[config.mk]
export PLATFORM = sky130hd
export DESIGN_NAME = pcs_tx_encoder
export DESIGN_NICKNAME = d
export VERILOG_FILES = /design/src/rtl/pcs_pkg.sv /design/src/rtl/pcs_tx_lane_encoder.sv /design/src/rtl/pcs_tx_encoder.sv
export SDC_FILE = /design/constraint.sdc
export NUM_CORES = 1
export LEC_CHECK = 0
export CAP_MARGIN = 15
export CELL_PAD_IN_SITES_DETAIL_PLACEMENT = 0
export CELL_PAD_IN_SITES_GLOBAL_PLACEMENT = 2
export CORE_MARGIN = 5
export CORE_UTILIZATION = 33
export DETAILED_ROUTE_END_ITERATION = 12
export PLACE_DENSITY_LB_ADDON = 0.1
export SETUP_SLACK_MARGIN = 0.2
export SKIP_CTS_REPAIR_TIMING = 1
export SYNTH_ARGS = -nofsm -noshare
export SYNTH_HDL_FRONTEND = slang
export SYNTH_SLANG_ARGS = --single-unit
export TNS_END_PERCENT = 20
[constraint.sdc]
create_clock -name i_tx_clk -period 4.83 [get_ports i_tx_clk]
set_clock_uncertainty 0.05 [all_clocks]
set_input_delay 0.966 -clock i_tx_clk [delete_from_list [all_inputs] [get_ports i_tx_clk]]
set_output_delay 0.966 -clock i_tx_clk [all_outputs]
set_load 0.02 [all_outputs]
[src/rtl/pcs_pkg.sv]
// -----------------------------------------------------------------------------
// pcs_pkg
// Shared constants and types for the 64b/66b PCS transmit path: sync headers,
// XGMII control characters, 7-bit block control codes, block type fields, the
// transmit state enum and the block classification enum.
// No ports (package).
// -----------------------------------------------------------------------------
package pcs_pkg;

  localparam int DATA_WIDTH    = 64;
  localparam int CONTROL_WIDTH = 8;
  localparam int HEADER_WIDTH  = 2;
  localparam int BLOCK_WIDTH   = 66;

  // Sync headers, bit 0 is sent first
  localparam logic [HEADER_WIDTH-1:0] HDR_CTRL = 2'b01;
  localparam logic [HEADER_WIDTH-1:0] HDR_DATA = 2'b10;

  // XGMII control characters
  localparam logic [7:0] XG_START = 8'hFB;
  localparam logic [7:0] XG_TERM  = 8'hFD;
  localparam logic [7:0] XG_ERROR = 8'hFE;
  localparam logic [7:0] XG_SEQ   = 8'h9C;
  localparam logic [7:0] XG_IDLE  = 8'h07;
  localparam logic [7:0] XG_LPI   = 8'h06;

  // 7-bit control codes carried inside control blocks
  localparam logic [6:0] CC_IDLE  = 7'h00;
  localparam logic [6:0] CC_LPI   = 7'h06;
  localparam logic [6:0] CC_ERROR = 7'h1E;

  // Block type fields
  localparam logic [7:0] BTF_C = 8'h1E;
  localparam logic [7:0] BTF_S = 8'h78;

  typedef enum logic [1:0] {
    TX_INIT,
    TX_C,
    TX_D,
    TX_E
  } tx_state_t;

  typedef enum logic [2:0] {
    BLK_C,
    BLK_S,
    BLK_D,
    BLK_T,
    BLK_E
  } blk_type_t;

  // Terminate block type field for a terminate character in octet k
  function automatic logic [7:0] btf_term(input logic [2:0] k);
    logic [7:0] btf;
    case (k)
      3'd0:    btf = 8'h87;
      3'd1:    btf = 8'h99;
      3'd2:    btf = 8'hAA;
      3'd3:    btf = 8'hB4;
      3'd4:    btf = 8'hCC;
      3'd5:    btf = 8'hD2;
      3'd6:    btf = 8'hE1;
      default: btf = 8'hFF;
    endcase
    return btf;
  endfunction

  // Map an XGMII control character already known to be Idle/LPI/Error
  function automatic logic [6:0] xgmii_to_cc(input logic [7:0] ch);
    logic [6:0] cc;
    case (ch)
      XG_LPI:   cc = CC_LPI;
      XG_ERROR: cc = CC_ERROR;
      default:  cc = CC_IDLE;
    endcase
    return cc;
  endfunction

endpackage

[src/rtl/pcs_tx_lane_encoder.sv]
// -----------------------------------------------------------------------------
// pcs_tx_lane_encoder
// One lane of the 64b/66b transmit encoder: classifies the registered 8-octet
// word, runs the transmit state machine, registers the coded 66-bit block and
// keeps a saturating count of EBLOCK_T emissions outside TX_INIT.
// Ports:
//   i_clk, i_rst_n  clock, async active-low reset
//   i_valid         registered word is valid this cycle (advance the lane)
//   i_clr           registered counter clear, wins over an increment
//   i_txd, i_txc    registered lane data / control flags
//   o_coded         66-bit block, bit 0 sent first
//   o_err           pulse when a counted EBLOCK_T is emitted
//   o_err_cnt       saturating error count
// -----------------------------------------------------------------------------
module pcs_tx_lane_encoder
  import pcs_pkg::*;
#(
  parameter int ERR_CNT_WIDTH = 16
) (
  input  logic                     i_clk,
  input  logic                     i_rst_n,
  input  logic                     i_valid,
  input  logic                     i_clr,
  input  logic [DATA_WIDTH-1:0]    i_txd,
  input  logic [CONTROL_WIDTH-1:0] i_txc,
  output logic [BLOCK_WIDTH-1:0]   o_coded,
  output logic                     o_err,
  output logic [ERR_CNT_WIDTH-1:0] o_err_cnt
);

  localparam logic [BLOCK_WIDTH-1:0] EBLOCK_T = {{8{CC_ERROR}}, BTF_C, HDR_CTRL};

  tx_state_t                r_state;
  tx_state_t                w_next_state;
  blk_type_t                w_type;
  logic [2:0]               w_term_k;
  logic                     w_ctrl_ok;
  logic                     w_tail_ok;
  logic [7:0]               w_mask;
  logic                     w_emit_err;
  logic                     w_count;
  logic [BLOCK_WIDTH-1:0]   w_block;
  logic [BLOCK_WIDTH-1:0]   r_coded;
  logic                     r_err;
  logic [ERR_CNT_WIDTH-1:0] r_err_cnt;

  // Classify the word. A terminate needs the control mask to start exactly at
  // the terminate octet and every octet after it to be Idle.
  always_comb begin
    w_type    = BLK_E;
    w_term_k  = '0;
    w_ctrl_ok = 1'b1;
    w_tail_ok = 1'b1;
    w_mask    = '0;
    for (int i = 0; i < 8; i++) begin
      if (i_txd[8*i +: 8] != XG_IDLE && i_txd[8*i +: 8] != XG_LPI &&
          i_txd[8*i +: 8] != XG_ERROR) begin
        w_ctrl_ok = 1'b0;
      end
    end
    if (i_txc == 8'h00) begin
      w_type = BLK_D;
    end else if (i_txc == 8'h01 && i_txd[7:0] == XG_START) begin
      w_type = BLK_S;
    end else if (i_txc == 8'hFF && w_ctrl_ok) begin
      w_type = BLK_C;
    end else begin
      for (int k = 0; k < 8; k++) begin
        w_mask    = 8'hFF << k;
        w_tail_ok = 1'b1;
        for (int j = 0; j < 8; j++) begin
          if (j > k && i_txd[8*j +: 8] != XG_IDLE) begin
            w_tail_ok = 1'b0;
          end
        end
        if (i_txc == w_mask && i_txd[8*k +: 8] == XG_TERM && w_tail_ok) begin
          w_type   = BLK_T;
          w_term_k = 3'(k);
        end
      end
    end
  end

  // Build the block for the classified word, ignoring protocol state
  always_comb begin
    w_block = '0;
    case (w_type)
      BLK_D: w_block = {i_txd, HDR_DATA};
      BLK_S: w_block = {i_txd[63:8], BTF_S, HDR_CTRL};
      BLK_C: begin
        w_block[1:0] = HDR_CTRL;
        w_block[9:2] = BTF_C;
        for (int i = 0; i < 8; i++) begin
          w_block[10+7*i +: 7] = xgmii_to_cc(i_txd[8*i +: 8]);
        end
      end
      BLK_T: begin
        w_block[1:0] = HDR_CTRL;
        w_block[9:2] = btf_term(w_term_k);
        for (int i = 0; i < 7; i++) begin
          if (i < int'(w_term_k)) begin
            w_block[10+8*i +: 8] = i_txd[8*i +: 8];
          end
        end
      end
      default: w_block = EBLOCK_T;
    endcase
  end

  // Transmit state machine: w_emit_err replaces the block with EBLOCK_T
  always_comb begin
    w_next_state = r_state;
    w_emit_err   = 1'b0;
    case (r_state)
      TX_INIT: begin
        case (w_type)
          BLK_C:   w_next_state = TX_C;
          BLK_S:   w_next_state = TX_D;
          default: w_emit_err   = 1'b1;
        endcase
      end
      TX_C: begin
        case (w_type)
          BLK_C:   w_next_state = TX_C;
          BLK_S:   w_next_state = TX_D;
          default: begin
            w_emit_err   = 1'b1;
            w_next_state = TX_E;
          end
        endcase
      end
      TX_D: begin
        case (w_type)
          BLK_D:   w_next_state = TX_D;
          BLK_T:   w_next_state = TX_C;
          default: begin
            w_emit_err   = 1'b1;
            w_next_state = TX_E;
          end
        endcase
      end
      default: begin
        case (w_type)
          BLK_C:   w_next_state = TX_C;
          BLK_S:   w_next_state = TX_D;
          BLK_D:   w_next_state = TX_D;
          BLK_T:   w_next_state = TX_C;
          default: begin
            w_emit_err   = 1'b1;
            w_next_state = TX_E;
          end
        endcase
      end
    endcase
    w_count = w_emit_err && (r_state != TX_INIT);
  end

  // State register, only moves on accepted words
  always_ff @(posedge i_clk or negedge i_rst_n) begin
    if (!i_rst_n) begin
      r_state <= TX_INIT;
    end else if (i_valid) begin
      r_state <= w_next_state;
    end
  end

  // Output register: block holds while the pipeline carries no word
  always_ff @(posedge i_clk or negedge i_rst_n) begin
    if (!i_rst_n) begin
      r_coded <= '0;
      r_err   <= 1'b0;
    end else begin
      r_err <= i_valid && w_count;
      if (i_valid) begin
        r_coded <= w_emit_err ? EBLOCK_T : w_block;
      end
    end
  end

  // Saturating error counter, clear wins over increment
  always_ff @(posedge i_clk or negedge i_rst_n) begin
    if (!i_rst_n) begin
      r_err_cnt <= '0;
    end else if (i_clr) begin
      r_err_cnt <= '0;
    end else if (i_valid && w_count && r_err_cnt != '1) begin
      r_err_cnt <= r_err_cnt + 1'b1;
    end
  end

  assign o_coded   = r_coded;
  assign o_err     = r_err;
  assign o_err_cnt = r_err_cnt;

endmodule

[src/rtl/pcs_tx_encoder.sv]
// -----------------------------------------------------------------------------
// pcs_tx_encoder
// Multi-lane 64b/66b transmit encoder. Registers the XGMII-side word, then each
// lane encoder registers its 66-bit block; two cycles from input to output.
// Ports:
//   i_tx_clk, i_tx_rst_n  clock, async active-low reset
//   i_txd, i_tx_c         lane n at [64n +: 64] / [8n +: 8]
//   i_tx_valid            word valid; low stalls every lane
//   i_err_cnt_clr         clear all error counters
//   o_tx_coded            lane n block at [66n +: 66]
//   o_tx_coded_valid      o_tx_coded carries a new block
//   o_tx_err              per-lane EBLOCK_T pulse
//   o_err_cnt             per-lane saturating error counts
// -----------------------------------------------------------------------------
module pcs_tx_encoder
  import pcs_pkg::*;
#(
  parameter int LANES         = 2,
  parameter int ERR_CNT_WIDTH = 16
) (
  input  logic                             i_tx_clk,
  input  logic                             i_tx_rst_n,
  input  logic [DATA_WIDTH*LANES-1:0]      i_txd,
  input  logic [CONTROL_WIDTH*LANES-1:0]   i_tx_c,
  input  logic                             i_tx_valid,
  input  logic                             i_err_cnt_clr,
  output logic [BLOCK_WIDTH*LANES-1:0]     o_tx_coded,
  output logic                             o_tx_coded_valid,
  output logic [LANES-1:0]                 o_tx_err,
  output logic [ERR_CNT_WIDTH*LANES-1:0]   o_err_cnt
);

  logic [DATA_WIDTH*LANES-1:0]    r_txd;
  logic [CONTROL_WIDTH*LANES-1:0] r_txc;
  logic                           r_valid;
  logic                           r_clr;
  logic                           r_coded_valid;

  // Input register. The clear travels with the word it was issued alongside,
  // so a clear and an error on the same input cycle resolve to zero.
  always_ff @(posedge i_tx_clk or negedge i_tx_rst_n) begin
    if (!i_tx_rst_n) begin
      r_txd   <= '0;
      r_txc   <= '0;
      r_valid <= 1'b0;
      r_clr   <= 1'b0;
    end else begin
      r_valid <= i_tx_valid;
      r_clr   <= i_err_cnt_clr;
      if (i_tx_valid) begin
        r_txd <= i_txd;
        r_txc <= i_tx_c;
      end
    end
  end

  // Shared valid for the lane output registers
  always_ff @(posedge i_tx_clk or negedge i_tx_rst_n) begin
    if (!i_tx_rst_n) begin
      r_coded_valid <= 1'b0;
    end else begin
      r_coded_valid <= r_valid;
    end
  end

  for (genvar g = 0; g < LANES; g++) begin : g_lane
    pcs_tx_lane_encoder #(
      .ERR_CNT_WIDTH(ERR_CNT_WIDTH)
    ) u_lane (
      .i_clk     (i_tx_clk),
      .i_rst_n   (i_tx_rst_n),
      .i_valid   (r_valid),
      .i_clr     (r_clr),
      .i_txd     (r_txd[g*DATA_WIDTH +: DATA_WIDTH]),
      .i_txc     (r_txc[g*CONTROL_WIDTH +: CONTROL_WIDTH]),
      .o_coded   (o_tx_coded[g*BLOCK_WIDTH +: BLOCK_WIDTH]),
      .o_err     (o_tx_err[g]),
      .o_err_cnt (o_err_cnt[g*ERR_CNT_WIDTH +: ERR_CNT_WIDTH])
    );
  end

  assign o_tx_coded_valid = r_coded_valid;

endmodule

==> impl_metrics.env, run 1 <==
export IMPL_worst_pin_slew_ps=1010
export IMPL_antenna_cells_inserted=0
export IMPL_period_share=0.854
export IMPL_postSynthAreaPerCell_um2=10.0
export IMPL_worst_ep_required_time_ps=5210
export IMPL_worst_hold_path_type="in2async"
export IMPL_fillCellCount=4814
export IMPL_globalRouteTotalUtil=0.230
export IMPL_die_height_um=235
export IMPL_power_density_cell_area_nw_per_um2=306
export IMPL_internal_power_w=0.00487
export IMPL_routed_via_count=15188
export IMPL_warnings_from_yosys=0
export IMPL_syn_inst=1669
export IMPL_setup_tns_final_ps=0
export IMPL_cp_slowest_stage_delay_ps=750
export IMPL_slew_violations=0
export IMPL_r2r_start="r_txd[115]"
export IMPL_post_dp_hpwl_mm=47.9
export IMPL_synth_seq_cells=317
export IMPL_grt_first_pass_wirelength_mm=99.9
export IMPL_cts_reportedPaths_clkPinSlew_ps=60
export IMPL_outcome="finished, final reports clean"
export IMPL_post_route_cells_drive_above_1_share=0.136
export IMPL_asyncSetResetFlopFracSynth=1.00
export IMPL_dieArea_um2=55300
export IMPL_cp_arrival_ps=4510
export IMPL_crit_family="simple AND/OR/NAND/NOR gates"
export IMPL_grt_start_max_net_pins=111
export IMPL_drt_first_iter_violations=1206
export IMPL_peak_freq_ghz=0.242
export IMPL_floorplan_rows=82
export IMPL_synth_enable_flop_cells=0
export IMPL_wirelength_mm=65.5
export IMPL_number_of_antenna_violations_at_the_first_check_in_global_routing=0
export IMPL_gr_total_overflow=0
export IMPL_timing_final_crit_period_ps=4130
export IMPL_synth_cell_area_um2=16700
export IMPL_power_static_leakage_nw=8.16
export IMPL_reg2reg_setup_slack_ps=700
export IMPL_category_of_the_critical_setup_timing_path="reg2reg"
export IMPL_cts_htree_levels=2
export IMPL_portBuffers=314
export IMPL_cts_max_path_buffers=3
export IMPL_antenna_violating_nets_post_route=0
export IMPL_path_buf_inv=1
export IMPL_synth_seq_area_share=0.475
export IMPL_cts_buffers_inserted=39
export IMPL_unrepaired_setup_endpoints_after_global_routing="no"
export IMPL_syn_to_final_growth_pct=30.7
export IMPL_drt_pass1_iter_count=7
export IMPL_postSynthNetCount=1829
export IMPL_synth_flop_cell="sky130_fd_sc_hd__dfrtp_1"
export IMPL_netSwitchingPower_w=0.00182
export IMPL_critical_path_top_delay_cell="sky130_fd_sc_hd__nor4_1"
export IMPL_synth_cell_types=91
export IMPL_finalHoldViolCount=0
export IMPL_worstPathMaxFanout=29
export IMPL_share_comb_of_total_power=0.099
export IMPL_net_switching_fraction_of_the_power=0.272
export IMPL_design_final_nets=2116
export IMPL_via_per_inst=5.72
export IMPL_p_clk_frac=0.440
export IMPL_setup_viol=0
export IMPL_tritoncts="done"
export IMPL_timing_max_cap_violations=0
export IMPL_clockRootBuffer="sky130_fd_sc_hd__clkbuf_16"
export IMPL_number_of_global_route_vias_before_repair=15218
export IMPL_worstRegToRegCells=8
export IMPL_gp_congestion=0.919
export IMPL_initial_core_util=0.333
export IMPL_max_slew_margin_rel=0.321
export IMPL_clock_latency_of_the_later_clocked_register_in_the_worst_skew_pair_ps=550
export IMPL_placeableCoreArea_um2=50200
export IMPL_die_w_um=235
export IMPL_top_level_ports=315
export IMPL_critical_path_startpoint="r_txd[115]"
export IMPL_worstReg2RegEnd="g_lane[1].u_lane.o_coded[5]"
export IMPL_tritoncts_sinks=317
export IMPL_number_of_design_rule_violations_left_after_detail_routing=0
export IMPL_power_ir_vdd_worst_uv=210
export IMPL_cp_end_kind="flip-flop"
export IMPL_finalHoldWorstSlack_ps=401
export IMPL_timing_critical_path_from_type="flip-flop"
export IMPL_crit_chain="or4_1, nor4_1, inv_1, o211ai_2, or4_4, and3_4, nand2_2, o32a_1"
export IMPL_wl_per_cell_um=24.6
export IMPL_share_seq_of_total_power=0.460
[final cells by class]
type | count | area (µm²) | share of cell area
flip-flops and latches | 317 | 7940 | 0.363
clock buffers | 59 | 1220 | 0.0560
multi-input cells | 1220 | 8250 | 0.378
inverters | 33 | 124 | 0.00567
well taps | 672 | 841 | 0.0385
clock inverters | 11 | 70.1 | 0.00321
repair buffers | 345 | 3410 | 0.156
[logic make-up after synthesis]
kind of cell,count (synthesis),share of synthesized area
and+or+nand+nor,662,0.217
AOI/OAI and AO/OA,397,0.167
DFF,317,0.475
muxes,149,0.100
buffers and inverters,132,0.0325
adders and majority gates,12,0.00898
[flip-flops by register name (all words and copies together), names as in the netlist, 2 cells and up]
signal,count
g_lane.u_lane.o_err,2
g_lane.u_lane.o_err_cnt,32
r_txd,128
g_lane.u_lane.o_coded,132
g_lane.u_lane.r_state,4
r_txc,16
[power groups by stage]
stage | Combinational [W] | Sequential (W) | Clock (W)
final | 0.000664 | 0.00308 | 0.00295
after global placement | 0.000665 | 0.00312 | 0
after floorplan | 0.000366 | 0.00299 | 0
after detailed placement | 0.000670 | 0.00313 | 0
after global routing | 0.000731 | 0.00311 | 0.00314
after CTS | 0.000675 | 0.00308 | 0.00305
[layer usage]
metal	part of all wire	up-vias	GRT usage	routed length (µm)
li1	-	6889	-	-
met1	0.49	7711	0.353	32100
met2	0.43	512	0.338	28200
met3	0.062	76	0.0427	4090
met4	0.017	0	0.0492	1130
met5	0	-	0	0
[placed cells by master, fill, tap and decap left out, types with 8 or more instances in the layout]
master                            instances
sky130_fd_sc_hd__nor3_1                  45
sky130_fd_sc_hd__o21ai_0                 41
sky130_fd_sc_hd__dfrtp_1                316
sky130_fd_sc_hd__o2bb2ai_1               33
sky130_fd_sc_hd__or2_2                   10
sky130_fd_sc_hd__ha_1                    12
sky130_fd_sc_hd__mux2_2                 134
sky130_fd_sc_hd__clkdlybuf4s50_1        312
sky130_fd_sc_hd__nor4_1                  19
sky130_fd_sc_hd__and4_1                  20
sky130_fd_sc_hd__a22oi_1                101
sky130_fd_sc_hd__nand2b_1                10
sky130_fd_sc_hd__or3_1                   19
sky130_fd_sc_hd__buf_4                   29
sky130_fd_sc_hd__nand4_1                 49
sky130_fd_sc_hd__nand3b_1                19
sky130_fd_sc_hd__nor2b_1                 30
sky130_fd_sc_hd__a31oi_1                 27
sky130_fd_sc_hd__nor4b_1                  8
sky130_fd_sc_hd__or4_1                   26
sky130_fd_sc_hd__a221oi_1                11
sky130_fd_sc_hd__a211oi_1                10
sky130_fd_sc_hd__o31ai_1                 10
sky130_fd_sc_hd__inv_1                   32
sky130_fd_sc_hd__and3_1                  22
sky130_fd_sc_hd__mux2_1                  12
sky130_fd_sc_hd__a21oi_1                 89
sky130_fd_sc_hd__nor2_1                 161
sky130_fd_sc_hd__clkbuf_8                13
sky130_fd_sc_hd__nand4b_1                 9
sky130_fd_sc_hd__and2_1                  18
sky130_fd_sc_hd__clkbuf_16               41
sky130_fd_sc_hd__nor3b_1                  8
sky130_fd_sc_hd__nand2_1                112
sky130_fd_sc_hd__nand3_1                 44
[worst max-delay path by stage]
stage | endpoint | slack [ps] | cells past startpoint
3_3_place_gp | g_lane[1].u_lane.o_coded[31] | 890 | 10
2_1_floorplan | g_lane[1].u_lane.o_coded[32] | 1350 | 12
5_1_grt | g_lane[1].u_lane.o_coded[30] | 440 | 11
4_1_cts | g_lane[1].u_lane.o_coded[5] | 780 | 8
3_5_place_dp | g_lane[1].u_lane.o_coded[5] | 780 | 8
6_report | g_lane[1].u_lane.o_coded[5] | 700 | 8
[cell usage after synthesis, types with 4 or more instances]
master | count | share of area
sky130_fd_sc_hd__and3b_1 | 5 | 0.0026
sky130_fd_sc_hd__mux2_2 | 134 | 0.090
sky130_fd_sc_hd__nand4b_1 | 9 | 0.0047
sky130_fd_sc_hd__a22oi_1 | 101 | 0.045
sky130_fd_sc_hd__a221oi_1 | 11 | 0.0058
sky130_fd_sc_hd__o31ai_1 | 10 | 0.0045
sky130_fd_sc_hd__nor3_1 | 45 | 0.013
sky130_fd_sc_hd__nand3_1 | 44 | 0.013
sky130_fd_sc_hd__nand3b_1 | 19 | 0.0085
sky130_fd_sc_hd__a211oi_1 | 10 | 0.0045
sky130_fd_sc_hd__and4_1 | 20 | 0.010
sky130_fd_sc_hd__buf_2 | 11 | 0.0033
sky130_fd_sc_hd__clkbuf_1 | 79 | 0.018
sky130_fd_sc_hd__o2bb2ai_1 | 33 | 0.017
sky130_fd_sc_hd__and2_1 | 18 | 0.0067
sky130_fd_sc_hd__or2_2 | 10 | 0.0037
sky130_fd_sc_hd__dfrtp_1 | 317 | 0.47
sky130_fd_sc_hd__a22o_1 | 6 | 0.0031
sky130_fd_sc_hd__or4_1 | 26 | 0.012
sky130_fd_sc_hd__a21oi_1 | 90 | 0.027
sky130_fd_sc_hd__nor4_1 | 19 | 0.0071
sky130_fd_sc_hd__nand2b_1 | 10 | 0.0037
sky130_fd_sc_hd__mux2_1 | 12 | 0.0081
sky130_fd_sc_hd__nand2_1 | 112 | 0.025
sky130_fd_sc_hd__nor2_1 | 161 | 0.036
sky130_fd_sc_hd__nor4b_1 | 8 | 0.0042
sky130_fd_sc_hd__a31oi_1 | 27 | 0.010
sky130_fd_sc_hd__or3_1 | 19 | 0.0071
sky130_fd_sc_hd__ha_1 | 12 | 0.0090
sky130_fd_sc_hd__nor2b_1 | 30 | 0.011
sky130_fd_sc_hd__o21ai_1 | 6 | 0.0018
sky130_fd_sc_hd__inv_1 | 32 | 0.0072
sky130_fd_sc_hd__a21o_1 | 6 | 0.0027
sky130_fd_sc_hd__o41ai_1 | 6 | 0.0031
sky130_fd_sc_hd__and4b_1 | 4 | 0.0024
sky130_fd_sc_hd__and3_1 | 22 | 0.0082
sky130_fd_sc_hd__o21ai_0 | 41 | 0.012
sky130_fd_sc_hd__nand4_1 | 49 | 0.018
sky130_fd_sc_hd__nor3b_1 | 8 | 0.0036
[worst reg2reg max path: stages, from the launching register on]
cell	delay [ps]
sky130_fd_sc_hd__dfrtp_1	410
sky130_fd_sc_hd__or4_1	600
sky130_fd_sc_hd__nor4_1	750
sky130_fd_sc_hd__inv_1	140
sky130_fd_sc_hd__o211ai_2	530
sky130_fd_sc_hd__or4_4	240
sky130_fd_sc_hd__and3_4	450
sky130_fd_sc_hd__nand2_2	360
sky130_fd_sc_hd__o32a_1	480
[through the flow]
stage,area [µm²],power [W],util,setup slack (ps),cells
6_report,21900,0.00670,0.436,703,2657
2_1_floorplan,16700,0.00336,-,1350,1669
5_1_grt,21900,0.00698,0.436,440,2657
4_1_cts,21900,0.00680,0.436,776,2657
3_5_place_dp,20600,0.00380,0.410,783,2587
3_3_place_gp,20600,0.00379,0.410,891,2587
Power figures use the tool's default switching activity.
==> run 2: changes to the inputs <==
- clock period: 4.83 -> 4.4 ns (I/O delays scaled with it)
==> run 2 against run 1 <==
  * Sequential cell count stayed put
  * Global-route usage is 0.21 points lower
  * Total power is 13% higher
  * Clock-buffer cell count stayed put
  * Critical endpoint is now g_lane[1].u_lane.o_coded[33]
  * Largest power group is now the clock network
  * Via count is 0.20% lower
==> impl_metrics.env, run 2 (synthesis gave the netlist of run 1 again) <==
export IMPL_unrepaired_setup_endpoints_after_global_routing="no"
export IMPL_post_route_cells_drive_above_1_share=0.142
export IMPL_die_w_um=235
export IMPL_setup_tns_final_ps=0
export IMPL_power_ir_vdd_worst_uv=228
export IMPL_post_route_util=0.440
export IMPL_final_cell_mix="sky130_fd_sc_hd__dfrtp_1, sky130_fd_sc_hd__clkdlybuf4s50_1, sky130_fd_sc_hd__nor2_1"
export IMPL_wirelength_mm=65.7
export IMPL_peak_freq_ghz=0.257
export IMPL_cts_buffers_inserted=39
export IMPL_cp_end_kind="flip-flop"
export IMPL_floorplan_rows=82
export IMPL_power_static_leakage_nw=8.28
export IMPL_path_buf_inv=2
export IMPL_design_final_nets=2132
export IMPL_drt_pass1_iter_count=8
export IMPL_timing_max_cap_violations=0
export IMPL_initial_core_util=0.333
export IMPL_number_of_global_route_vias_before_repair=15254
export IMPL_critical_path_top_delay_cell="sky130_fd_sc_hd__nor4_1"
export IMPL_gr_total_overflow=0
export IMPL_crit_family="simple AND/OR/NAND/NOR gates"
export IMPL_setup_viol=0
export IMPL_grt_first_pass_wirelength_mm=99.8
export IMPL_placeableCoreArea_um2=50200
export IMPL_tritoncts="done"
export IMPL_worst_hold_path_type="in2async"
export IMPL_syn_to_final_growth_pct=32.1
export IMPL_clock_latency_of_the_later_clocked_register_in_the_worst_skew_pair_ps=560
export IMPL_cp_slowest_stage_delay_ps=710
export IMPL_top_level_ports=315
export IMPL_drt_first_iter_violations=1237
export IMPL_critical_path_startpoint="r_txd[91]"
export IMPL_cp_arrival_ps=4250
export IMPL_cp_depth=10
export IMPL_post_dp_hpwl_mm=47.8
export IMPL_via_per_inst=5.67
export IMPL_tritoncts_sinks=317
export IMPL_largest_reg_flops=132
export IMPL_worstPathMaxFanout=11
export IMPL_category_of_the_critical_setup_timing_path="reg2reg"
export IMPL_crit_top_cell="sky130_fd_sc_hd__buf_4"
export IMPL_cts_max_path_buffers=3
export IMPL_reg2reg_setup_slack_ps=500
export IMPL_period_share=0.886
export IMPL_worstRegToRegCells=10
export IMPL_antenna_violating_nets_post_route=0
export IMPL_crit_chain="or4b_4, nor4_1, o2111ai_1, a31oi_4, or4_4, nand3_2, buf_4, buf_4, nor2_1, a41oi_1"
export IMPL_cts_htree_levels=2
export IMPL_gp_congestion=0.893
export IMPL_slew_violations=0
export IMPL_dieArea_um2=55300
export IMPL_total_power_w=0.00756
export IMPL_timing_final_crit_period_ps=3900
export IMPL_r2r_start="r_txd[91]"
export IMPL_cts_reportedPaths_clkPinSlew_ps=60
export IMPL_die_height_um=235
export IMPL_number_of_antenna_violations_at_the_first_check_in_global_routing=2
export IMPL_worst_ep_required_time_ps=4750
export IMPL_grt_start_max_net_pins=87
export IMPL_timing_critical_path_from_type="flip-flop"
export IMPL_number_of_design_rule_violations_left_after_detail_routing=0
export IMPL_globalRouteTotalUtil=0.228
export IMPL_max_slew_margin_rel=0.312
export IMPL_worst_pin_slew_ps=1030
export IMPL_outcome="finished, final reports clean"
export IMPL_power_density_cell_area_nw_per_um2=342
export IMPL_routed_via_count=15158
export IMPL_worstReg2RegEnd="g_lane[1].u_lane.o_coded[33]"
export IMPL_mostFrequentLayoutCell="sky130_fd_sc_hd__dfrtp_1"
export IMPL_finalHoldViolCount=0
export IMPL_clockRootBuffer="sky130_fd_sc_hd__clkbuf_16"
export IMPL_portBuffers=314
export IMPL_wl_per_cell_um=24.5
## run 2: changes by cell type in the layout (fill, tap and decap cells not counted), sizes merged
cell,change
bufinv,+5
clkinv,-5
buf,+16
diode,+2
## run 2: area by class of cell
cell class	count	area, µm²
inverter	33	124
sequential	317	7940
tap	672	841
antenna	2	5.00
clock inverter	11	180
timing repair buffer	361	3540
clock buffer	59	1180
multi-input combinational	1220	8280
fill	4844	28100
## run 2: where the power goes
part / switching [W] / internal [W] / leakage [nW]
registers: 0.000307 / 0.00307 / 3.69
logic: 0.000379 / 0.000371 / 3.92
clock network: 0.00129 / 0.00214 / 0.675
total: 0.00197 / 0.00559 / 8.28
## run 2: layer usage
metal | wire length, µm | global-route usage | vias up | part of all wire
met5 | 0 | 0 | - | 0
met4 | 798 | 0.0400 | 0 | 0.012
met3 | 3870 | 0.0442 | 57 | 0.059
met2 | 28700 | 0.339 | 451 | 0.44
met1 | 32300 | 0.349 | 7746 | 0.49
li1 | - | - | 6904 | -
## run 2: how the worst max path moves through the flow
stage	end	slack (ps)
finish	g_lane[1].u_lane.o_coded[33]	500
global route	g_lane[1].u_lane.o_coded[31]	270
CTS	g_lane[1].u_lane.o_coded[31]	420
detailed placement	g_lane[1].u_lane.o_coded[29]	470
global placement	g_lane[1].u_lane.o_coded[29]	490
floorplan	g_lane[1].u_lane.o_coded[32]	920
## run 2: worst register-to-register path, cell delays in order, from the launching register on
cell                        delay [ps]
sky130_fd_sc_hd__dfrtp_1           410
sky130_fd_sc_hd__or4b_4            560
sky130_fd_sc_hd__nor4_1            710
sky130_fd_sc_hd__o2111ai_1         370
sky130_fd_sc_hd__a31oi_4           340
sky130_fd_sc_hd__or4_4             170
sky130_fd_sc_hd__nand3_2           200
sky130_fd_sc_hd__buf_4             280
sky130_fd_sc_hd__buf_4             190
sky130_fd_sc_hd__nor2_1            300
sky130_fd_sc_hd__a41oi_1           170
## run 2: per-stage QoR
| step | hold WS [ps] | setup slack, ps | std cells | area, µm² |
|---|---|---|---|---|
| after floorplan | 384 | 919 | 1669 | 16700 |
| after global placement | 413 | 492 | 2603 | 20700 |
| final | 263 | 501 | 2675 | 22100 |
| after global routing | 300 | 266 | 2673 | 22100 |
| after CTS | 278 | 425 | 2673 | 22100 |
| after detailed placement | 426 | 469 | 2603 | 20700 |
==> run 3: changes to the inputs <==
- CAP_MARGIN: 15 -> 30
- clock period: 4.4 -> 4.1 ns (I/O delays scaled with it)
==> run 3 against run 2 <==
  * Sequential cell count stayed put
  * Critical path type unchanged
  * Hold slack lost 88 ps
  * Combinational power grew 11%
  * Non-clock buffer count up 15
  * Total power up 5.6%
  * Sequential power grew 6.8%
  * Clock power is 3% higher
  * Worst setup slack got worse by 180 ps
  * Design area up 0.34%
  * Clock-buffer cell count is 5 lower
  * Via count increased by 0.36%
  * Sequential share of layout area down 0.12 points
==> impl_metrics.env, run 3 (synthesis gave the netlist of run 1 again) <==
export IMPL_via_per_inst=5.66
export IMPL_finalHoldViolCount=0
export IMPL_grt_first_pass_wirelength_mm=99.2
export IMPL_worstPathMaxFanout=8
export IMPL_wl_per_cell_um=24.2
export IMPL_unrepaired_setup_endpoints_after_global_routing="yes"
export IMPL_top_level_ports=315
export IMPL_drt_pass1_iter_count=7
export IMPL_gr_usage_met1=0.349
export IMPL_tritoncts_sinks=317
export IMPL_placeableCoreArea_um2=50200
export IMPL_globalRouteTotalUtil=0.228
export IMPL_largest_reg_flops=132
export IMPL_outcome="finished, final reports clean"
export IMPL_timing_final_crit_period_ps=3780
export IMPL_worst_hold_path_type="in2async"
export IMPL_fillCellCount=4858
export IMPL_number_of_antenna_violations_at_the_first_check_in_global_routing=2
export IMPL_cts_reportedPaths_clkPinSlew_ps=60
export IMPL_initial_core_util=0.333
export IMPL_path_buf_inv=1
export IMPL_period_share=0.921
export IMPL_post_route_cells_drive_above_1_share=0.150
export IMPL_power_density_cell_area_nw_per_um2=360
export IMPL_crit_chain="nand4_1, or4_1, a2111oi_0, and4_1, or4_4, nand3_2, buf_4, a211oi_1, a21oi_1"
export IMPL_category_of_the_critical_setup_timing_path="reg2reg"
export IMPL_post_dp_hpwl_mm=48.1
export IMPL_syn_to_final_growth_pct=32.6
export IMPL_wirelength_mm=65.1
export IMPL_antenna_violating_nets_post_route=0
export IMPL_mostFrequentLayoutCell="sky130_fd_sc_hd__dfrtp_1"
export IMPL_gr_usage_met2=0.333
export IMPL_grt_most_used_layer="met1"
export IMPL_tritoncts="done"
export IMPL_crit_family="simple AND/OR/NAND/NOR gates"
export IMPL_number_of_global_route_vias_before_repair=15251
export IMPL_final_cell_mix="sky130_fd_sc_hd__dfrtp_1, sky130_fd_sc_hd__clkdlybuf4s50_1, sky130_fd_sc_hd__nor2_1"
export IMPL_placed_instance_count=2618
export IMPL_cts_buffers_inserted=38
export IMPL_gr_total_overflow=0
export IMPL_die_w_um=235
export IMPL_max_slew_margin_rel=0.421
export IMPL_floorplan_rows=82
export IMPL_cts_htree_levels=2
export IMPL_dieArea_um2=55300
export IMPL_portBuffers=314
export IMPL_gp_congestion=0.885
export IMPL_timing_critical_path_from_type="flip-flop"
export IMPL_cp_slowest_stage_delay_ps=610
export IMPL_drt_first_iter_violations=1238
export IMPL_design_final_nets=2146
export IMPL_die_height_um=235
export IMPL_clockRootBuffer="sky130_fd_sc_hd__clkbuf_16"
export IMPL_layoutNonFillerInstCount=2687
export IMPL_cp_end_kind="flip-flop"
export IMPL_post_route_util=0.442
export IMPL_grt_use_met3=0.0494
export IMPL_slew_violations=0
export IMPL_reg2reg_setup_slack_ps=320
export IMPL_power_ir_vdd_worst_uv=248
export IMPL_total_power_w=0.00798
export IMPL_setup_tns_final_ps=0
export IMPL_worst_pin_slew_ps=847
export IMPL_cts_max_path_buffers=3
export IMPL_clock_latency_of_the_later_clocked_register_in_the_worst_skew_pair_ps=560
export IMPL_grt_start_max_net_pins=81
export IMPL_timing_max_cap_violations=0
export IMPL_peak_freq_ghz=0.265
export IMPL_setup_viol=0
export IMPL_number_of_design_rule_violations_left_after_detail_routing=0
export IMPL_cp_arrival_ps=4140
export IMPL_power_static_leakage_nw=8.33
export IMPL_routed_via_count=15213
export IMPL_finalHoldWorstSlack_ps=175
export IMPL_critical_path_top_delay_cell="sky130_fd_sc_hd__or4_1"
export IMPL_worst_ep_required_time_ps=4460
[run 3: path summary, 6_finish.rpt]
| kind | depth (start not counted) | startpoint | to |
|---|---|---|---|
| worst max-delay path | 9 | r_txd[122] | g_lane[1].u_lane.o_coded[11] |
| worst min-delay path | 1 | i_tx_rst_n | r_txd[102] |
| worst max register to register | 9 | r_txd[122] | g_lane[1].u_lane.o_coded[11] |
| worst min register to register | 1 | g_lane[0].u_lane.o_coded[10] | g_lane[0].u_lane.o_coded[10] |
| max in group asynchronous | 2 | i_tx_rst_n | g_lane[0].u_lane.o_err_cnt[2] |
| min in group i_tx_clk | 1 | g_lane[0].u_lane.o_coded[10] | g_lane[0].u_lane.o_coded[10] |
[run 3: layout make-up]
type                       instances  area, µm²  area share
clock inverter                    13        149     0.00672
timing repair buffer             376       3680       0.166
inverter                          33        124     0.00559
antenna                            2       5.00    0.000226
sequential                       317       7940       0.358
tap                              672        841      0.0379
clock buffer                      54       1150      0.0521
multi-input combinational       1220       8280       0.373
[run 3: where the power goes]
group	internal, W	switching (W)
sequential	0.00330	0.000316
combinational	0.000409	0.000420
clock	0.00215	0.00139
[run 3: metal layers]
metal / vias up / share of wire
met5: - / 0
met4: 0 / 0.015
met3: 56 / 0.061
met2: 471 / 0.43
met1: 7748 / 0.49
li1: 6938 / -
[run 3: worst reg2reg max path, delay by kind of cell, from the launching register on]
kind | cells | cell delay [ps]
buffers and inverters | 1 | 270
DFF | 1 | 550
and+or+nand+nor | 5 | 1740
AOI/OAI and AO/OA | 3 | 1040
[run 3: through the flow]
stage / cell area (µm²) / setup WS (ps)
after floorplan: 16700 / 619
after global placement: 20800 / 459
after detailed placement: 20800 / 404
after CTS: 22100 / 376
after global routing: 22200 / 202
final: 22200 / 322
